### src/rtl/ysyx_25030085_lsu_pkg.sv
// Shared definitions for the load/store unit: memory-op codes, response error codes, FSM states.
// Latency: n/a (constants only).
// Backpressure: n/a.
package ysyx_25030085_lsu_pkg;

  // Memory-op encodings presented on req_op
  localparam logic [2:0] MEM_B  = 3'b000;
  localparam logic [2:0] MEM_H  = 3'b001;
  localparam logic [2:0] MEM_W  = 3'b010;
  localparam logic [2:0] MEM_BU = 3'b100;
  localparam logic [2:0] MEM_HU = 3'b101;

  // rsp_err encodings
  localparam logic [1:0] ERR_OK  = 2'b00;
  localparam logic [1:0] ERR_MIS = 2'b01;
  localparam logic [1:0] ERR_TO  = 2'b10;
  localparam logic [1:0] ERR_ILL = 2'b11;

  // FSM states
  localparam logic [1:0] ST_IDLE = 2'd0;
  localparam logic [1:0] ST_REQ  = 2'd1;
  localparam logic [1:0] ST_WAIT = 2'd2;
  localparam logic [1:0] ST_RESP = 2'd3;

endpackage

### src/rtl/ysyx_25030085_lsu_align.sv
// Alignment/lane helper: legality and alignment flags, store lane replication and byte mask, load extraction.
// Latency: purely combinational.
// Backpressure: none.
// Ports: chk_* describe the access being accepted; ld_* describe the registered load whose word is returning.
module ysyx_25030085_lsu_align
  import ysyx_25030085_lsu_pkg::*;
(
  input  logic [2:0]  chk_op,
  input  logic [1:0]  chk_off,
  input  logic [31:0] st_rs2,
  output logic        illegal,
  output logic        misaligned,
  output logic [3:0]  st_mask,
  output logic [31:0] st_wdata,
  input  logic [2:0]  ld_op,
  input  logic [1:0]  ld_off,
  input  logic [31:0] ld_rdata,
  output logic [31:0] ld_data
);

  logic [7:0]  ld_byte;
  logic [15:0] ld_half;

  always_comb begin
    illegal    = 1'b1;
    misaligned = 1'b0;
    st_mask    = 4'b0000;
    st_wdata   = 32'h0;
    case (chk_op)
      MEM_B, MEM_BU: begin
        illegal  = 1'b0;
        st_mask  = 4'b0001 << chk_off;
        st_wdata = {4{st_rs2[7:0]}};
      end
      MEM_H, MEM_HU: begin
        illegal    = 1'b0;
        misaligned = chk_off[0];
        st_mask    = 4'b0011 << chk_off;
        st_wdata   = {2{st_rs2[15:0]}};
      end
      MEM_W: begin
        illegal    = 1'b0;
        misaligned = |chk_off;
        st_mask    = 4'b1111;
        st_wdata   = st_rs2;
      end
      default: ;
    endcase
  end

  // Halfword lane is picked by off[1] only; off[0] is guaranteed 0 for halves that reach memory.
  always_comb begin
    ld_byte = ld_rdata[8*ld_off +: 8];
    ld_half = ld_rdata[16*ld_off[1] +: 16];
    case (ld_op)
      MEM_B:   ld_data = {{24{ld_byte[7]}}, ld_byte};
      MEM_BU:  ld_data = {24'h0, ld_byte};
      MEM_H:   ld_data = {{16{ld_half[15]}}, ld_half};
      MEM_HU:  ld_data = {16'h0, ld_half};
      default: ld_data = ld_rdata;
    endcase
  end

endmodule

### src/rtl/ysyx_25030085_lsu.sv
// Load/store unit: accepts one access from execute, issues a word-aligned byte-masked memory request, returns result/error.
// Latency: >=2 cycles accept->rsp_valid with an immediate memory; errors 1 cycle; timeout TIMEOUT cycles in WAIT.
// Backpressure: single outstanding; req_ready only in IDLE; request fields held stable while mem_req_ready is low.
module ysyx_25030085_lsu
  import ysyx_25030085_lsu_pkg::*;
#(
  parameter int TIMEOUT = 16
) (
  input  logic        clk,
  input  logic        rst_n,
  input  logic        req_valid,
  output logic        req_ready,
  input  logic        req_read,
  input  logic        req_write,
  input  logic [2:0]  req_op,
  input  logic [31:0] req_addr,
  input  logic [31:0] req_wdata,
  output logic        mem_req_valid,
  input  logic        mem_req_ready,
  output logic        mem_we,
  output logic [31:0] mem_addr,
  output logic [31:0] mem_wdata,
  output logic [3:0]  mem_wmask,
  input  logic        mem_rsp_valid,
  input  logic [31:0] mem_rdata,
  output logic        rsp_valid,
  output logic [31:0] rsp_data,
  output logic [1:0]  rsp_err
);

  localparam int TW = (TIMEOUT > 2) ? $clog2(TIMEOUT) : 1;

  logic [1:0]    state_q, state_d;
  logic [TW-1:0] timer_q, timer_d;
  logic [2:0]    op_q, op_d;
  logic [31:0]   addr_q, addr_d;
  logic          we_q, we_d;
  logic [31:0]   wdata_q, wdata_d;
  logic [3:0]    wmask_q, wmask_d;
  logic [31:0]   rsp_data_q, rsp_data_d;
  logic [1:0]    rsp_err_q, rsp_err_d;

  logic          illegal, misaligned;
  logic [3:0]    st_mask;
  logic [31:0]   st_wdata, ld_data;
  logic          accept, is_store;

  ysyx_25030085_lsu_align u_align (
    .chk_op     (req_op),
    .chk_off    (req_addr[1:0]),
    .st_rs2     (req_wdata),
    .illegal    (illegal),
    .misaligned (misaligned),
    .st_mask    (st_mask),
    .st_wdata   (st_wdata),
    .ld_op      (op_q),
    .ld_off     (addr_q[1:0]),
    .ld_rdata   (mem_rdata),
    .ld_data    (ld_data)
  );

  // An access with neither read nor write is not a transaction and is never accepted.
  assign req_ready = (state_q == ST_IDLE);
  assign accept    = req_valid & req_ready & (req_read | req_write);
  assign is_store  = req_write & ~req_read;

  always_comb begin
    state_d    = state_q;
    timer_d    = timer_q;
    op_d       = op_q;
    addr_d     = addr_q;
    we_d       = we_q;
    wdata_d    = wdata_q;
    wmask_d    = wmask_q;
    rsp_data_d = rsp_data_q;
    rsp_err_d  = rsp_err_q;
    case (state_q)
      ST_IDLE: begin
        if (accept) begin
          op_d    = req_op;
          addr_d  = req_addr;
          we_d    = is_store;
          wdata_d = is_store ? st_wdata : 32'h0;
          wmask_d = is_store ? st_mask  : 4'b0000;
          if (illegal) begin
            state_d    = ST_RESP;
            rsp_err_d  = ERR_ILL;
            rsp_data_d = 32'h0;
          end else if (misaligned) begin
            state_d    = ST_RESP;
            rsp_err_d  = ERR_MIS;
            rsp_data_d = 32'h0;
          end else begin
            state_d = ST_REQ;
          end
        end
      end
      ST_REQ: begin
        if (mem_req_ready) begin
          timer_d = '0;
          // A memory that answers in the handshake cycle skips WAIT entirely.
          if (mem_rsp_valid) begin
            state_d    = ST_RESP;
            rsp_err_d  = ERR_OK;
            rsp_data_d = we_q ? 32'h0 : ld_data;
          end else begin
            state_d = ST_WAIT;
          end
        end
      end
      ST_WAIT: begin
        if (mem_rsp_valid) begin
          state_d    = ST_RESP;
          rsp_err_d  = ERR_OK;
          rsp_data_d = we_q ? 32'h0 : ld_data;
        end else if (timer_q == TW'(TIMEOUT - 1)) begin
          state_d    = ST_RESP;
          rsp_err_d  = ERR_TO;
          rsp_data_d = 32'h0;
        end else begin
          timer_d = timer_q + TW'(1);
        end
      end
      default: state_d = ST_IDLE;
    endcase
  end

  always_ff @(posedge clk or negedge rst_n) begin
    if (!rst_n) begin
      state_q    <= ST_IDLE;
      timer_q    <= '0;
      op_q       <= 3'b000;
      addr_q     <= 32'h0;
      we_q       <= 1'b0;
      wdata_q    <= 32'h0;
      wmask_q    <= 4'b0000;
      rsp_data_q <= 32'h0;
      rsp_err_q  <= ERR_OK;
    end else begin
      state_q    <= state_d;
      timer_q    <= timer_d;
      op_q       <= op_d;
      addr_q     <= addr_d;
      we_q       <= we_d;
      wdata_q    <= wdata_d;
      wmask_q    <= wmask_d;
      rsp_data_q <= rsp_data_d;
      rsp_err_q  <= rsp_err_d;
    end
  end

  assign mem_req_valid = (state_q == ST_REQ);
  assign mem_we        = we_q;
  assign mem_addr      = {addr_q[31:2], 2'b00};
  assign mem_wdata     = wdata_q;
  assign mem_wmask     = wmask_q;
  assign rsp_valid     = (state_q == ST_RESP);
  assign rsp_data      = rsp_data_q;
  assign rsp_err       = rsp_err_q;

endmodule

### config.mk
export PLATFORM = sky130hd
export DESIGN_NAME = ysyx_25030085_lsu
export DESIGN_NICKNAME = d
export VERILOG_FILES = /design/src/rtl/ysyx_25030085_lsu_pkg.sv /design/src/rtl/ysyx_25030085_lsu_align.sv /design/src/rtl/ysyx_25030085_lsu.sv
export SDC_FILE = /design/constraint.sdc
export NUM_CORES = 1
export LEC_CHECK = 0
export CORE_UTILIZATION = 29
export CTS_BUF_LIST = sky130_fd_sc_hd__clkbuf_4
export CTS_CLUSTER_SIZE = 25
export DETAILED_ROUTE_END_ITERATION = 8
export DONT_BUFFER_PORTS = 1
export SYNTH_ARGS = -nofsm -noshare
export SYNTH_HDL_FRONTEND = slang
export SYNTH_HIERARCHICAL = 1
export SYNTH_SLANG_ARGS = --single-unit
### constraint.sdc
create_clock -name clk -period 4.2 [get_ports clk]
set_input_delay 1.05 -clock clk [delete_from_list [all_inputs] [get_ports clk]]
set_output_delay 1.05 -clock clk [all_outputs]
set_load 0.1 [all_outputs]
==> impl_results.md <==
- Rows: 52
- Maximum clock frequency: 352.1 MHz
- Final hold violations: 0
- WP buf/inv: 0
- Unrepaired setup endpoints after global routing: no
- Post-CTS Setup Bufs: 0
- Mapped Avg Cell Area: 10.19 um2
- Post-DRT Antenna Nets: 0
- Sequential fraction of the synthesis area: 0.4546
- Port bufs: 0
- Die width: 147.8 um
- Hpwl dp: 11430 um
- First-pass iteration count of the detailed router: 4
- DRT Wirelength: 16030 um
- Slew Limit Fails: 0
- Die ar.: about 22000 um2
- CTS sink cnt: between 100 and 150
- H-Tree Depth: 3
- Final net count: 667
- Core ar.: 20560 um2
- Outcome: complete, no violations
- Worst stage delay on the critical path: 0.84 ns
- Share of layout cells above drive strength 1: 0.1413
- Post-CTS sizing: 0
- DRC viols: 0
- Synth Cell Area: between 6000 and 7000 um2
- Crit path max fanout: 5
- Drt wl/cell: 19.32 um
- Ys flop type: dfrtp_1
- Critical path type: flip-flop to primary output
- Largest net degree at the start of global routing: 113
- Async S/R FF share, synth: 1.000
- Hold Buf Count CTS: 0
- CTS tree: built
- Hold crit path type: primary input to async pin
- Worst rel slew slack: 0.3447
- Critical path, cell by cell: ha_1
- # IOs: 212
- Via density: about 5
- Area Growth Syn to Fin: 1.948%
- Final setup violation count: 0
- Crit path time final: 2.840 ns
- Post-synth EDFFs: 0
- Yosys synthesis warning count: 6
- CTS Buf Count: 9
- Initial cell density of the core: 0.2998
- Number of global-route vias before repair: between 4000 and 5000
- Critical path's top delay family: adder cells
- Post-route setup TNS: 0 ns
- Clk_skew: 0.01705 ns
- Slew @ Worst Pin: between 0.9 and 1 ns
- Number of synthesized register bits: about 110
- Synth cell types: 47
- Initial antenna violation count: 1
- DRT iter0 DRCs: 182
- Final Cycle Share: 0.6762
- Global-route wire length before repair: 24640 um
- Critical path depth: 1
- Max cap viols: 0
- Worst endpoint required time: 3.15 ns
- Clock Path Buffers: 2
- Total GRT Usage: 0.1480
- CP Data Arrival Time: 1.79 ns
- Root Buffer: clkbuf_4
- Total number of vias: 4165
- Setup crit start kind: flip-flop
- Die height: 147.8 um
- Clk_lat worst skew: about 0.49 ns
- R2r worst-path depth: 5
- Worst path slowest cell: ha_1
- Routability cong.: around 0.90
- Critical path endpoint category: primary output
- Mapped Cells: just over 600
- GRT overflow: 0
- Worst-path clk slew: 0.19 ns
## worst paths after layout
| kind | startpoint | slack, ns | endpoint |
|---|---|---|---|
| min | rst_n | 0.21 | rsp_data[30] |
| min reg2reg | timer_q[1] | 0.59 | timer_q[1] |
| max reg2reg | addr_q[1] | 1.74 | rsp_data[31] |
| max in group asynchronous | rst_n | 3.74 | addr_q[19] |
| max | state_q[0] | 1.36 | rsp_valid |
| min in group clk | timer_q[1] | 0.59 | timer_q[1] |
## cell type report
class / instances / area [um2]
Antenna cell: 1 / 2.502
Timing Repair Buffer: 8 / 72.57
Tap cell: 270 / 337.8
Sequential cell: 112 / 2803
Clock buffer: 9 / 67.56
Fill cell: 2173 / 14270
Clock inverter: 7 / 61.31
Inverter: 39 / 146.4
Multi-Input combinational cell: 384 / 2794
## cells in the final DEF (no fill, tap or decap), types with 3 or more instances in the layout
| master | count |
|---|---|
| buf_4 | 7 |
| nor2_1 | 7 |
| inv_1 | 38 |
| mux2i_1 | 39 |
| nor2b_1 | 22 |
| dfrtp_1 | 112 |
| a21o_1 | 14 |
| clkbuf_4 | 9 |
| o31ai_1 | 4 |
| a21oi_1 | 27 |
| nand2_1 | 76 |
| nand2b_1 | 4 |
| nand3_1 | 11 |
| inv_8 | 3 |
| o221ai_1 | 6 |
| ha_1 | 7 |
| and2_1 | 9 |
| a22o_1 | 38 |
| o21ai_0 | 29 |
| o211ai_1 | 19 |
| mux2_2 | 43 |
## cells in the mapped netlist (all sizes together), types with 2 or more instances
cell type / instances / area [um2]
a21o: 14 / 105.1
a21oi: 27 / 135.1
a221oi: 2 / 41.29
a22o: 38 / 332.8
a22oi: 3 / 36.28
and2: 9 / 56.30
buf: 52 / 375.3
clkbuf: 19 / 72.56
dfrtp: 112 / 2803
ha: 7 / 87.58
inv: 39 / 146.4
mux2: 45 / 514.2
mux2i: 39 / 390.4
nand2: 76 / 285.3
nand2b: 4 / 25.02
nand3: 11 / 55.05
nand3b: 2 / 15.01
nor2: 7 / 26.28
nor2b: 22 / 137.6
nor3: 2 / 10.01
o211ai: 19 / 142.6
o21ai: 31 / 155.1
o21bai: 2 / 15.01
o221ai: 6 / 52.55
o31ai: 4 / 30.03
## cell families (layout without fill, tap and decap cells)
kind of cell,after synthesis,count (layout),synth area share
compound gates,150,150,0.1750
fa+ha+maj,7,7,0.01421
buf+inv,110,63,0.09640
flops,112,112,0.4546
mux,84,84,0.1467
other cells,1,3,0.0006083
simple gates,141,141,0.1124
## layer usage
metal,track usage,share of wire
met5,0,0
met4,0.03454,0.0087
met3,0.06821,0.11
met2,0.2406,0.48
met1,0.1773,0.40
## sequential cells by signal, indices dropped and copies added (netlist names)
register and cells:
state_q 2, mem_we 1, mem_wmask 4, timer_q 4, rsp_err 2, rsp_data 32, op_q 3, mem_wdata 32
addr_q 32
## through the flow
| stage | worst slack [ns] | hold WS (ns) | instance area [um2] | std cells | utilization |
|---|---|---|---|---|---|
| final | 1.360 | 0.2122 | 6285 | 830 | 0.3057 |
| after global routing | 1.241 | 0.1233 | 6285 | 830 | 0.3057 |
| after CTS | 1.290 | 0.1430 | 6282 | 829 | 0.3056 |
| after detailed placement | 1.036 | 0.5486 | 6153 | 813 | 0.2993 |
| after global placement | 1.071 | 0.5475 | 6153 | 813 | 0.2993 |
| after floorplan | 1.444 | 0.4806 | 6168 | 606 | - |
Power is not shown: default switching activity piles up to over one toggle a cycle in this logic, so the estimate is an artifact.
